<file path="src/rtl/ext_mem_arbiter.sv">
// ext_mem_arbiter: round-robin arbiter and sequencer for the single external
// SRAM port, shared by port 0 (template/input loader) and port 1 (DTW core).
//
// Ports:
//   clk_i, rst_i                      clock, synchronous active-high reset
//   req<n>_i/we<n>_i/addr<n>_i/wdata<n>_i   requester n transaction, held until gnt<n>_o
//   gnt<n>_o                          combinational accept, only in IDLE
//   rvalid<n>_o                       one-cycle pulse, rdata_o valid for requester n
//   rdata_o                           registered read data, shared by both ports
//   addr_o, data_o, data_i            external address / write data / read data
//   data_tri_ena, WR_o, CS_o          pad drive enable, write strobe, chip select
//
// Cycle map: grant (IDLE) -> ACCESS (1) -> RWAIT (RD_LAT, reads only)
//            -> TURN (TURN cycles, reads only) -> IDLE.
module ext_mem_arbiter #(
  parameter int ADDR_W = 10,
  parameter int DATA_W = 32,
  parameter int RD_LAT = 1,
  parameter int TURN   = 1
) (
  input  logic              clk_i,
  input  logic              rst_i,
  input  logic              req0_i,
  input  logic              we0_i,
  input  logic [ADDR_W-1:0] addr0_i,
  input  logic [DATA_W-1:0] wdata0_i,
  output logic              gnt0_o,
  output logic              rvalid0_o,
  input  logic              req1_i,
  input  logic              we1_i,
  input  logic [ADDR_W-1:0] addr1_i,
  input  logic [DATA_W-1:0] wdata1_i,
  output logic              gnt1_o,
  output logic              rvalid1_o,
  output logic [DATA_W-1:0] rdata_o,
  output logic [ADDR_W-1:0] addr_o,
  output logic [DATA_W-1:0] data_o,
  input  logic [DATA_W-1:0] data_i,
  output logic              data_tri_ena,
  output logic              WR_o,
  output logic              CS_o
);

  typedef enum logic [1:0] {S_IDLE, S_ACCESS, S_RWAIT, S_TURN} state_t;

  // Counters load "cycles - 1" and leave their state when they reach zero.
  localparam logic [2:0] RWAIT_INIT = (RD_LAT > 0) ? 3'(RD_LAT - 1) : 3'd0;
  localparam logic [2:0] TURN_INIT  = (TURN > 0)   ? 3'(TURN - 1)   : 3'd0;

  state_t              state_q, state_d;
  logic [2:0]          cnt_q, cnt_d;
  logic                last_q, last_d;   // 1 = port 1 owned the bus last
  logic                id_q, id_d;
  logic                we_q, we_d;
  logic [ADDR_W-1:0]   addr_q, addr_d;
  logic [DATA_W-1:0]   data_q, data_d;
  logic [DATA_W-1:0]   rdata_q, rdata_d;
  logic                cs_q, cs_d;
  logic                wr_q, wr_d;
  logic                tri_q, tri_d;
  logic                rv0_q, rv0_d;
  logic                rv1_q, rv1_d;

  logic                gnt0, gnt1, grant, gid, sel_we, sample;
  logic [ADDR_W-1:0]   sel_addr;
  logic [DATA_W-1:0]   sel_wdata;
  state_t              after_read;

  always_comb begin
    gnt0      = !rst_i && (state_q == S_IDLE) && req0_i && (!req1_i || last_q);
    gnt1      = !rst_i && (state_q == S_IDLE) && req1_i && (!req0_i || !last_q);
    grant     = gnt0 | gnt1;
    gid       = gnt1;
    sel_we    = gid ? we1_i    : we0_i;
    sel_addr  = gid ? addr1_i  : addr0_i;
    sel_wdata = gid ? wdata1_i : wdata0_i;

    // data_i is captured on the edge that ends the last cycle with CS_o held
    // for a read: ACCESS itself when RD_LAT is 0, otherwise the final RWAIT.
    sample = ((state_q == S_ACCESS) && !we_q && (RD_LAT == 0)) ||
             ((state_q == S_RWAIT) && (cnt_q == '0));
    after_read = (TURN > 0) ? S_TURN : S_IDLE;

    state_d = state_q;
    cnt_d   = cnt_q;
    last_d  = last_q;
    id_d    = id_q;
    we_d    = we_q;
    addr_d  = addr_q;
    data_d  = data_q;

    case (state_q)
      S_IDLE: begin
        if (grant) begin
          state_d = S_ACCESS;
          id_d    = gid;
          last_d  = gid;
          we_d    = sel_we;
          addr_d  = sel_addr;
          if (sel_we) data_d = sel_wdata;
        end
      end
      S_ACCESS: begin
        if (we_q) begin
          state_d = S_IDLE;
        end else if (RD_LAT == 0) begin
          state_d = after_read;
          cnt_d   = TURN_INIT;
        end else begin
          state_d = S_RWAIT;
          cnt_d   = RWAIT_INIT;
        end
      end
      S_RWAIT: begin
        if (cnt_q == '0) begin
          state_d = after_read;
          cnt_d   = TURN_INIT;
        end else begin
          cnt_d = cnt_q - 3'd1;
        end
      end
      S_TURN: begin
        if (cnt_q == '0) state_d = S_IDLE;
        else             cnt_d   = cnt_q - 3'd1;
      end
      default: state_d = S_IDLE;
    endcase

    // Bus controls are registered from the next state so they are glitch-free
    // and line up exactly with the ACCESS/RWAIT cycles.
    cs_d    = (state_d == S_ACCESS) || (state_d == S_RWAIT);
    wr_d    = (state_d == S_ACCESS) && we_d;
    tri_d   = (state_d == S_ACCESS) && we_d;
    rdata_d = sample ? data_i : rdata_q;
    rv0_d   = sample && !id_q;
    rv1_d   = sample &&  id_q;
  end

  always_ff @(posedge clk_i) begin
    if (rst_i) begin
      state_q <= S_IDLE;
      cnt_q   <= '0;
      last_q  <= 1'b1;
      id_q    <= 1'b0;
      we_q    <= 1'b0;
      addr_q  <= '0;
      data_q  <= '0;
      rdata_q <= '0;
      cs_q    <= 1'b0;
      wr_q    <= 1'b0;
      tri_q   <= 1'b0;
      rv0_q   <= 1'b0;
      rv1_q   <= 1'b0;
    end else begin
      state_q <= state_d;
      cnt_q   <= cnt_d;
      last_q  <= last_d;
      id_q    <= id_d;
      we_q    <= we_d;
      addr_q  <= addr_d;
      data_q  <= data_d;
      rdata_q <= rdata_d;
      cs_q    <= cs_d;
      wr_q    <= wr_d;
      tri_q   <= tri_d;
      rv0_q   <= rv0_d;
      rv1_q   <= rv1_d;
    end
  end

  assign gnt0_o       = gnt0;
  assign gnt1_o       = gnt1;
  assign rvalid0_o    = rv0_q;
  assign rvalid1_o    = rv1_q;
  assign rdata_o      = rdata_q;
  assign addr_o       = addr_q;
  assign data_o       = data_q;
  assign data_tri_ena = tri_q;
  assign WR_o         = wr_q;
  assign CS_o         = cs_q;

endmodule

</file>
<file path="config.mk">
export PLATFORM = sky130hd
export DESIGN_NAME = ext_mem_arbiter
export DESIGN_NICKNAME = d
export VERILOG_FILES = /design/src/rtl/ext_mem_arbiter.sv
export SDC_FILE = /design/constraint.sdc
export NUM_CORES = 1
export LEC_CHECK = 0
export ABC_AREA = 0
export BUFFER_PORTS_ARGS = -buffer_cell sky130_fd_sc_hd__buf_2
export CAP_MARGIN = 30
export CORE_MARGIN = 2
export CORE_UTILIZATION = 49
export CTS_CLUSTER_SIZE = 12
export DETAILED_ROUTE_END_ITERATION = 6
export PLACE_DENSITY = 0.8
export SYNTH_ARGS = -nofsm -noshare
export SYNTH_HDL_FRONTEND = slang
export SYNTH_SLANG_ARGS = --single-unit
</file>
<file path="constraint.sdc">
create_clock -name clk_i -period 2.6 [get_ports clk_i]
set_clock_uncertainty 0.2 [all_clocks]
set_input_delay 0.52 -clock clk_i [delete_from_list [all_inputs] [get_ports clk_i]]
set_output_delay 0.52 -clock clk_i [all_outputs]
set_load 0.1 [all_outputs]
</file>
==> run summary, run 1 <==
For the count of different cell masters after synthesis, the log shows 42. The register bit total from synthesis is 86, and the number of nets produced by synthesis is 720. The peak ir drop on the vdd network came out at 624 µV. The number of buffers inserted by post-CTS setup repair was 0; the yosys synthesis warning count was 0. The final routed wire length divided by cell count is 14.9 µm.

Counting the fill cells in the layout gives 905. Walking the worst path, the cells encountered are inv_1, ha_1, nor2b_2, and2_2, buf_4. TritonCTS built the clock tree. The flow ran to the end, and the final reports show no timing, DRC or antenna violations.

For this design the top-level I/O count stands at 203. Along the worst path, the maximum fanout reaches 5. After clock tree synthesis, the clock-pin slew on the worst setup and hold paths is 90 ps. The multi-input combinational cells in the finished layout cover a total of 0.00307 mm².

The logs give 0 for the final hold violation count and 0 for the total congestion overflow. The H-tree depth was 3. In this design, the stage delay of the slowest critical-path cell is 350 ps. The instance count on the critical path came out at 5. Across the run, the number of max-cap violations was 0.

The run gives 13600 µm as the wire length after detailed routing. Summed over all instances, the cell type with the most area after synthesis is sky130_fd_sc_hd__dfxtp_1. The cell leakage power is 2.94 nW.

The clock passes through at most 2 buffers. The first detailed-routing pass took 4 iterations. The number of synthesized flops with an enable pin works out to 0. The detailed router finished its first iteration with 283 violations.

The antenna cell count is 0, and the cell area after synthesis is 0.00512 mm². The number of clock buffers added by TritonCTS is 9. The path category of the worst min-delay check is in2reg. Input and output buffers added on the ports amount to 202.

Category of the most critical setup path: reg2out. In the layout the commonest cells are 200 x sky130_fd_sc_hd__buf_2, 87 x sky130_fd_sc_hd__nand2_1, 86 x sky130_fd_sc_hd__dfxtp_1. Setup repair after global routing left no endpoint under its margin.

For this design the ratio of total power to cell area is 1060 mW/mm². The layout cell share with drive strength beyond 1 is 0.406, and the full die area is 0.0113 mm². The slew at the pin closest to its max-slew limit is 603 ps, and the achievable clock frequency is 409 MHz. For the worst setup path, the data required time is 1880 ps. The synthesized instance count is 590. The startpoint type of the worst setup path was a flop. The final layout contains 897 nets. The critical path buffer and inverter count came out at 2. The routed layout has 4834 vias.

Fraction of synthesis flops using an asynchronous set or reset pin: 0. The category of the worst setup path capture point was an output port. Counting I/O delays and the setup requirement, the final critical path takes 2450 ps.

The number of nets with antenna violations after detailed routing is 0. Leaving out fill and tap cells, the most frequent cell in the layout is sky130_fd_sc_hd__buf_2. The floorplan has 37 rows.

Share of the clock period used by the worst path after layout: 0.941. Setup violations remaining at the end of the flow were counted as 0. The number of hold buffers added after CTS was 0. Registers take 0.00172 mm². Arrival time of the worst setup path: 1730 ps. Counting instances, the worst hold path has a depth of 3.

Clock tree synthesis found a total of 86 sinks. The aggregate global-route resource usage is 0.240, and the HPWL reported at the end of detailed placement is 9830 µm. The sequential fraction of the synthesis area is 0.336, and the total DRC errors in the routed layout is 0. From synthesis to final layout, the design area changed by 23.5%. The largest net degree at the start of global routing came out at 56. The die is 106 µm tall. Chip width: 106 µm. The cell with the biggest individual delay on the critical path is sky130_fd_sc_hd__dfxtp_1. For the later-pin clock latency in the skew report, the log shows 360 ps.

OpenSTA, run right after detailed placement, puts the worst setup slack at 311 ps. Clock tree synthesis selected as its root buffer the cell sky130_fd_sc_hd__clkbuf_8. The tools report the setup total negative slack as 0 ps. The first global-routing pass estimated 22100 µm of wire.

For the effective utilization at floorplan, the log shows 0.500. The fraction of synthesized cell area taken by the top area cell type works out to 0.336. For the number of antenna violations at the first check in global routing, the log shows 0. Ranked by total cell area, the synthesized netlist is headed by sky130_fd_sc_hd__dfxtp_1 34%, sky130_fd_sc_hd__a211oi_2 8.1%, sky130_fd_sc_hd__nand2b_1 7.9%.

Among cell families on the critical path, the largest total delay comes from simple AND/OR/NAND/NOR gates. The minimum setup slack in the final design is 154 ps. The via count normalized by instance count is 5.33, and the number of max-slew violations in the final report is 0. Counting cells, the worst reg-to-reg path comes to 7.

For the area of the core, the log shows 0.0102 mm². The average footprint of a synthesized cell was 8.68 µm²; the number of global-route vias before repair was 4740. Routability-driven placement finished with a final weighted congestion of 0.769. The run gives 0.598 as the normalized max-slew margin.

Prevailing post-synth register cell: sky130_fd_sc_hd__dfxtp_1.
-- routing by layer --
metal  part of all wire  routed length [µm]  global-route usage  up-vias
met1               0.41                5550               0.287     2272
met2               0.50                6760               0.420      174
met5                  0                   0                   0        -
met4              0.014                 184              0.0827        0
li1                   -                   -                   -     2370
met3              0.078                1060              0.0564       18
-- where the power goes --
group | switching, mW | total (mW) | internal, mW
clock | 0.503 | 0.849 | 0.346
combinational | 3.11 | 3.99 | 0.883
sequential | 0.243 | 1.87 | 1.63
-- repair_timing --
| item | CTS | global route |
|---|---|---|
| setup endpoints to repair | 1 | 2 |
| hold endpoints to repair | 0 | 0 |
| gates resized for setup | 1 | 2 |
-- worst min-delay path: stages --
cell	delay, ps
sky130_fd_sc_hd__buf_2	90
sky130_fd_sc_hd__nand2_1	40
sky130_fd_sc_hd__a21oi_1	50
-- stage by stage --
| step | instances | instance area [µm²] | hold slack (ps) | total power, mW | util |
|---|---|---|---|---|---|
| after floorplan | 590 | 5120 | 209 | 5.24 | - |
| after global placement | 892 | 6140 | 240 | 5.79 | 0.600 |
| after detailed placement | 892 | 6140 | 243 | 5.90 | 0.600 |
| after CTS | 907 | 6320 | 168 | 6.75 | 0.617 |
| after global routing | 907 | 6320 | 167 | 7.02 | 0.618 |
| final | 907 | 6320 | 185 | 6.71 | 0.618 |
-- cell usage after synthesis, types with 2 or more instances --
cell / n
sky130_fd_sc_hd__mux2_2: 32
sky130_fd_sc_hd__dfxtp_1: 86
sky130_fd_sc_hd__buf_6: 11
sky130_fd_sc_hd__nand2b_1: 65
sky130_fd_sc_hd__a211oi_2: 33
sky130_fd_sc_hd__nor3_1: 2
sky130_fd_sc_hd__nor2_1: 67
sky130_fd_sc_hd__mux2i_1: 33
sky130_fd_sc_hd__inv_1: 6
sky130_fd_sc_hd__nor3b_1: 2
sky130_fd_sc_hd__buf_2: 7
sky130_fd_sc_hd__a211oi_1: 3
sky130_fd_sc_hd__clkbuf_1: 25
sky130_fd_sc_hd__and2_1: 2
sky130_fd_sc_hd__ha_1: 8
sky130_fd_sc_hd__a311oi_2: 7
sky130_fd_sc_hd__nand2_1: 87
sky130_fd_sc_hd__nor2b_1: 2
sky130_fd_sc_hd__buf_4: 5
sky130_fd_sc_hd__a21o_1: 2
sky130_fd_sc_hd__buf_1: 2
sky130_fd_sc_hd__nand3b_1: 3
sky130_fd_sc_hd__a311oi_1: 5
sky130_fd_sc_hd__a31oi_1: 2
sky130_fd_sc_hd__o21bai_1: 32
sky130_fd_sc_hd__a21oi_1: 45
-- final cells by class --
type                    instances  area share
clock buffers                   9      0.0196
flip-flops and latches         86       0.272
multi-input cells             447       0.486
well taps                     136      0.0269
repair buffers                217       0.184
inverters                       6     0.00356
clock inverters                 6     0.00752
-- logic make-up after synthesis --
| family | Yosys count | synth area share |
|---|---|---|
| simple gates | 235 | 0.214 |
| compound gates | 139 | 0.230 |
| flops | 86 | 0.336 |
| buf+inv | 57 | 0.0655 |
| fa+ha+maj | 8 | 0.0196 |
| mux | 65 | 0.135 |
-- state kept, by name, summed over array words and instances, names as in the netlist --
signal,cells
CS_o,1
rdata_o,32
addr_o,10
data_tri_ena,1
we_q,1
cnt_q,3
rvalid0_o,1
state_q,2
rvalid1_o,1
id_q,1
last_q,1
data_o,32
-- path summary, 6_finish.rpt --
| kind | end | slack (ps) | startpoint |
|---|---|---|---|
| setup reg to reg | we_q | 370 | state_q[1] |
| setup / recovery | gnt1_o | 150 | state_q[1] |
| hold / removal | rdata_o[10] | 180 | data_i[10] |
| hold reg to reg | rdata_o[6] | 260 | rdata_o[6] |
Note: power is estimated with default switching activity, not from simulation.
==> run 2: changes to the inputs <==
RECOVER_POWER = 50   (was unset)
==> run 2 against run 1 <==
First-iteration DRC count increased by 3.2%. Utilization decreased by 0.60 points. Cell count unchanged. Critical path type unchanged. Largest power group unchanged.
==> run summary, run 2 (synthesis results as in run 1) <==
The flow ran to the end, and the final reports show no timing, DRC or antenna violations. For the number of buffers inserted during clock tree synthesis, the log shows 9 (unchanged). The number of buffers between clock root and the deepest sink was 2 (unchanged).

Wire length after detailed routing: 13500 µm (-0.40%). The normalized max-slew margin is 0.200 (-0.397), and the logic gate share of total power is 0.592 (-0.003). Via count normalized by instance count: 5.32 (-0.21%). The I/O pin count was 203 (unchanged); the final routed wire length divided by cell count was 14.9 µm (-0.40%). The net switching fraction of the power came out at 0.578 (+0.00365). The cell with the biggest individual delay on the critical path is sky130_fd_sc_hd__dfxtp_1. The tools report the number of buffers inserted by post-CTS setup repair as 0 (unchanged).

The tools report the number of DRC markers in iteration 0 as 292 (+3.2%). The number of nets in the finished design was 897 (unchanged); the cell count after placement was 892 (unchanged). The chip width works out to 106 µm (unchanged). Setup repair after global routing left no endpoint under its margin. The register share of total power was 0.281 (+0.002).

The tightest min-delay check is of the in2reg type. The total congestion overflow is 0 (unchanged). The run gives 907 (unchanged) as the number of cells in the finished layout apart from fillers. Number of buffers added on ports: 202 (unchanged).

STA classifies the critical path startpoint as a flop. The maximum fanout along the worst path works out to 5 (unchanged). Walking the worst path, the cells encountered are inv_1, ha_1, nor2b_2, and2_2, buf_4. The area growth from synthesis to layout works out to 22.3%. Iteration count of the initial detailed-routing pass: 5 (+1).

The portion of total power attributed to the clock network was 0.127 (about the same). The largest net degree at the start of global routing was 56 (unchanged); the total power per unit cell area was 1070 mW/mm² (+0.31%). The number of global-route vias before repair was 4740 (unchanged). The tools report the data required time of the critical path as 1880 ps (about the same).

The reg2reg setup slack is 310 ps (-60 ps), and the routability congestion estimate is 0.769 (unchanged). The aggregate global-route resource usage was 0.240 (unchanged); the cell leakage power was 2.75 nW (-6.4%). The layout cell share with drive strength beyond 1 is 0.348 (-0.0584), and the fill cell total of the finished layout is 931 (+2.9%). The delay contributed by the slowest stage of the critical path was 350 ps (about the same). The peak ir drop on the vdd network came out at 621 µV (-0.58%). The final hold violation count came out at 0 (unchanged). The H-tree depth is 3 (unchanged), and the placement row count is 37 (unchanged).

The tools report the arrival time of the worst setup path as 1730 ps (about the same). The top cell types in the final layout, fill and taps aside, are 155 x sky130_fd_sc_hd__buf_2, 87 x sky130_fd_sc_hd__nand2_1, 86 x sky130_fd_sc_hd__dfxtp_1. The run gives 0 (unchanged) as the number of max-slew violations in the final report. The time the final worst path needs with I/O delays and setup is 2450 ps (+4.08 ps). The tools report the count of hold-fix buffers inserted at cts as 0 (unchanged).

The area of the core came out at 0.0102 mm² (unchanged). The tools report the category of the worst setup path capture point as an output port. The slew at the pin closest to its max-slew limit works out to 1200 ps (+601 ps).

Clock tree synthesis selected as its root buffer the cell sky130_fd_sc_hd__clkbuf_8. The most common cell after layout, fill and taps aside was sky130_fd_sc_hd__buf_2. The achievable clock frequency was 408 MHz (-0.17%). The category of the most critical setup path is reg2out.

Later-pin clock latency in the skew report: 360 ps (about the same). The HPWL reported at the end of detailed placement was 9830 µm (unchanged); the die span in y was 106 µm (unchanged). Among cell families on the critical path, the largest total delay comes from simple AND/OR/NAND/NOR gates.

The tools report the total DRC errors in the routed layout as 0 (unchanged). The register clock-pin slew on the reported worst setup and hold paths was 90 ps (about the same); the switching power summed over all nets was 3.85 mW (about the same). Number of nets with antenna violations after detailed routing: 0 (unchanged). Critical path buffer and inverter count: 2 (unchanged). The wire length of the first global-routing pass came out at 22100 µm (unchanged). The logs give 0.0113 mm² (unchanged) for the full die area and 0 (unchanged) for the antenna cell count. The logs give 86 (unchanged) for the count of clock tree sinks and 0 (unchanged) for the number of antenna violations at the first check in global routing. The logs give 0.500 (unchanged) for the effective utilization at floorplan and 0 (unchanged) for the final number of setup-violating endpoints. TritonCTS built the clock tree. Setup total negative slack: 0 ps (unchanged). Internal power summed over all cells: 2.82 mW (-1.5%).

The total number of vias came out at 4824 (-0.21%). The share of the clock period used by the worst path after layout is 0.942 (+0.00157), and the reported max-cap violation count is 0 (unchanged).
[run 2: routing by layer]
| metal | wire [µm] | global-route usage |
|---|---|---|
| met5 | 0 | 0 |
| met3 | 1020 | 0.0564 |
| met4 | 177 | 0.0827 |
| met2 | 6660 | 0.420 |
| met1 | 5640 | 0.287 |
[run 2: area by class of cell]
class / count / area, µm² / area share
Clock buffer: 9 / 124 / 0.0198
Multi-Input combinational cell: 447 / 3070 / 0.490
Sequential cell: 86 / 1720 / 0.275
Clock inverter: 6 / 47.5 / 0.00759
Timing Repair Buffer: 217 / 1100 / 0.176
Tap cell: 136 / 170 / 0.0272
Inverter: 6 / 22.5 / 0.00360
[run 2: power by group through the flow]
stage | Sequential [mW] | Combinational (mW) | Clock [mW]
2_1_floorplan | 3.92 | 1.32 | 0
5_1_grt | 1.92 | 4.15 | 0.915
3_5_place_dp | 1.90 | 4.00 | 0
4_1_cts | 1.87 | 4.01 | 0.875
3_3_place_gp | 1.87 | 3.91 | 0
6_report | 1.88 | 3.95 | 0.849
[run 2: worst min-delay path: stages]
cell and delay, ps:
sky130_fd_sc_hd__buf_2 90, sky130_fd_sc_hd__nand2_1 40, sky130_fd_sc_hd__a21oi_1 50
[run 2: final timing paths]
path,start,end,cells after the start
max,state_q[1],gnt1_o,5
min,data_i[10],rdata_o[10],3
max reg2reg,last_q,data_o[16],4
min reg2reg,rdata_o[6],rdata_o[6],2
[run 2: stage by stage]
step | hold WS [ps] | instance area (µm²) | total power [mW] | utilization | setup WS (ps)
floorplan | 209 | 5120 | 5.24 | - | 247
global placement | 240 | 6140 | 5.79 | 0.600 | 349
detailed placement | 243 | 6140 | 5.90 | 0.600 | 311
CTS | 168 | 6320 | 6.75 | 0.617 | 51.9
global route | 167 | 6260 | 6.98 | 0.612 | 53.1
finish | 185 | 6260 | 6.67 | 0.612 | 150
[run 2: timing repair]
item / 4_1_cts / 5_1_grt
endpoints found under the setup margin: 1 / 2
gates resized for setup: 1 / 2
hold endpoints to repair: 0 / 0
==> run 3: changes to the inputs <==
CELL_PAD_IN_SITES_DETAIL_PLACEMENT = 0   (was unset)
CELL_PAD_IN_SITES_GLOBAL_PLACEMENT = 1   (was unset)
CORE_UTILIZATION = 35   (was 49)
PLACE_DENSITY = 0.79   (was 0.8)
==> run 3 against run 2 <==
Worst setup slack got worse by 17 ps. Hold slack improved by 26 ps. Via count fell by 1.2%. Global-route usage fell by 6.5 points. Critical path depth did not move. Non-clock buffer count fell by 2. Flip-flop and latch count did not move. Routed wire length rose by 1.5%. Combinational power barely moved. Sequential share of layout area fell by 1.0 points. Total power rose by 8.9%. Utilization fell by 16 points. Largest power group unchanged.
==> run summary, run 3 (synthesis results as in run 1) <==
The flow ran to the end, and the final reports show no timing, DRC or antenna violations. The run gives 4 (-1) as the iteration count of the initial detailed-routing pass. The number of buffers inserted by post-CTS setup repair was 0 (unchanged); the final instance area was 0.00651 mm² (+3.9%).

The full die area was 0.0156 mm² (+38%). The library cell used as clock root buffer was sky130_fd_sc_hd__clkbuf_16. Setup repair after global routing left no endpoint under its margin.

Number of DRC markers in iteration 0: 226 (-23%). For the number of buffers inserted during clock tree synthesis, the log shows 9 (unchanged). The register clock-pin slew on the reported worst setup and hold paths is 60 ps (-30 ps), and the total congestion overflow is 0 (unchanged).

The tools report the number of nets with antenna violations after detailed routing as 0 (unchanged). The area of the core was 0.0144 mm² (+41%); the minimum setup slack in the final design was 133 ps (-17.2 ps). The number of gates resized after CTS was 0 (-1). The final number of setup-violating endpoints came out at 0 (unchanged).

Compared with the post-synthesis result, the final layout area differs by 27.1%. The wire length after detailed routing was 13700 µm (+1.5%); the time the final worst path needs with I/O delays and setup was 2470 ps (+17.2 ps). The number of max-slew violations in the final report was 0 (unchanged).

The tools report the count of clock tree sinks as 86 (unchanged). For the reported max-cap violation count, the log shows 0 (unchanged). The area occupied by multi-input gates is 0.00307 mm² (unchanged), and the layout cell share with drive strength beyond 1 is 0.345 (-0.00215). TritonCTS built the clock tree. The number of buffers between clock root and the deepest sink is 2 (unchanged). The number of nets in the finished design is 895 (-0.22%), and the later-pin clock latency in the skew report is 340 ps (-20 ps). Data required time of the critical path: 1880 ps (about the same).

For the antenna cell count, the log shows 0 (unchanged). The run gives 0.175 (-0.0649) as the aggregate global-route resource usage. The run gives 7.26 mW (+8.9%) as the total power of the final layout.

The path category of the worst min-delay check is in2reg. The slew at the pin closest to its max-slew limit is 1200 ps (-6.21 ps), and the total number of vias is 4768 (-1.2%). The library cells used most frequently in the layout, excluding fill and tap cells, are 156 x sky130_fd_sc_hd__buf_2, 87 x sky130_fd_sc_hd__nand2_1, 86 x sky130_fd_sc_hd__dfxtp_1. Total power per unit cell area: 1120 mW/mm² (+4.8%). The tools report the HPWL reported at the end of detailed placement as 9800 µm (-0.35%). The number of buffers added on ports is 202 (unchanged).

STA classifies the critical path endpoint as an output port. The arrival time of the worst setup path is 1750 ps (+20 ps). The normalized max-slew margin was 0.205 (+0.00431); the placed instance area was 0.00623 mm² (+1.4%). The worst setup timing slack at the placement stage was 302 ps (-9.15 ps). For the number of antenna violations at the first check in global routing, the log shows 0 (unchanged).

For the setup total negative slack, the log shows 0 ps (unchanged). Share of the clock period used by the worst path after layout: 0.949 (+0.00663). The maximum fanout along the worst path was 6 (+1); the routability congestion estimate was 0.815 (+6.0%). The final routed wire length divided by cell count works out to 14.4 µm (-3.5%). Leaving out fill and tap cells, the most frequent cell in the layout is sky130_fd_sc_hd__buf_2.

The run gives 0 (unchanged) as the count of hold-fix buffers inserted at cts. The die span in y works out to 125 µm (+18%). For the effective utilization at floorplan, the log shows 0.355 (-0.145).

The startpoint type of the worst setup path was a flop. The logs give 203 (unchanged) for the I/O pin count and 405 MHz (-0.70%) for the achievable clock frequency. The run gives 44 (+19%) as the placement row count. The final hold violation count is 0 (unchanged), and the wire length of the first global-routing pass is 22900 µm (+3.6%). The total DRC errors in the routed layout was 0 (unchanged).

The via count normalized by instance count works out to 5.00 (-6.0%). The fill cell total of the finished layout was 1463 (+57%). The logs give 211 ps (+26.3 ps) for the worst hold slack across all endpoints and 791 µV (+28%) for the peak ir drop on the vdd network. The chip width came out at 125 µm (+18%). The sequential cell area is 0.00172 mm² (unchanged). The category of the most critical setup path is reg2out.

For the largest net degree at the start of global routing, the log shows 55 (-1.8%). The cell leakage power is 2.85 nW (+3.5%), and the H-tree depth is 3 (unchanged). The tools report the number of global-route vias before repair as 4844 (+2.2%).
[run 3: changes by cell type in the layout (fill, tap and decap cells not counted), sizes merged]
| cell | before | now |
|---|---|---|
| inv | 7 | 6 |
| clkinvlp | 4 | 0 |
| bufinv | 0 | 2 |
| buf | 170 | 169 |
| clkbuf | 56 | 59 |
[run 3: layout make-up]
| class | count | area share |
|---|---|---|
| multi-input cells | 447 | 0.472 |
| flip-flops and latches | 86 | 0.265 |
| repair buffers | 215 | 0.173 |
| clock buffers | 13 | 0.0415 |
| well taps | 184 | 0.0354 |
| clock inverters | 3 | 0.0100 |
| inverters | 6 | 0.00346 |
[run 3: final timing paths]
| check | slack, ps | from | cells past startpoint | endpoint |
|---|---|---|---|---|
| min reg2reg | 240 | id_q | 1 | rvalid0_o |
| max reg2reg | 390 | state_q[1] | 7 | data_o[21] |
| max | 130 | state_q[1] | 5 | gnt0_o |
| min | 210 | data_i[29] | 3 | rdata_o[29] |
[run 3: metal layers]
layer  track usage  share of wire  wire length, µm
met1         0.218           0.45             6170
met2         0.292           0.46             6300
met3        0.0484          0.074             1010
met4        0.0608          0.016              218
met5             0              0                0
[run 3: power by group]
group | leakage [nW] | internal (mW) | switching, mW | total (mW)
logic | 1.98 | 0.842 | 3.10 | 3.94
clock network | 0.166 | 0.919 | 0.522 | 1.44
registers | 0.705 | 1.63 | 0.247 | 1.88
[run 3: critical path, stage by stage, from the launching register on]
cell	delay (ps)
sky130_fd_sc_hd__dfxtp_1	340
sky130_fd_sc_hd__inv_1	120
sky130_fd_sc_hd__ha_1	270
sky130_fd_sc_hd__nand3b_1	140
sky130_fd_sc_hd__nor2_2	100
sky130_fd_sc_hd__buf_2	440
[run 3: stage by stage]
step,std cells,utilization
4_1_cts,954,0.455
3_5_place_dp,938,0.432
5_1_grt,954,0.451
2_1_floorplan,590,-
3_3_place_gp,938,0.432
6_report,954,0.451
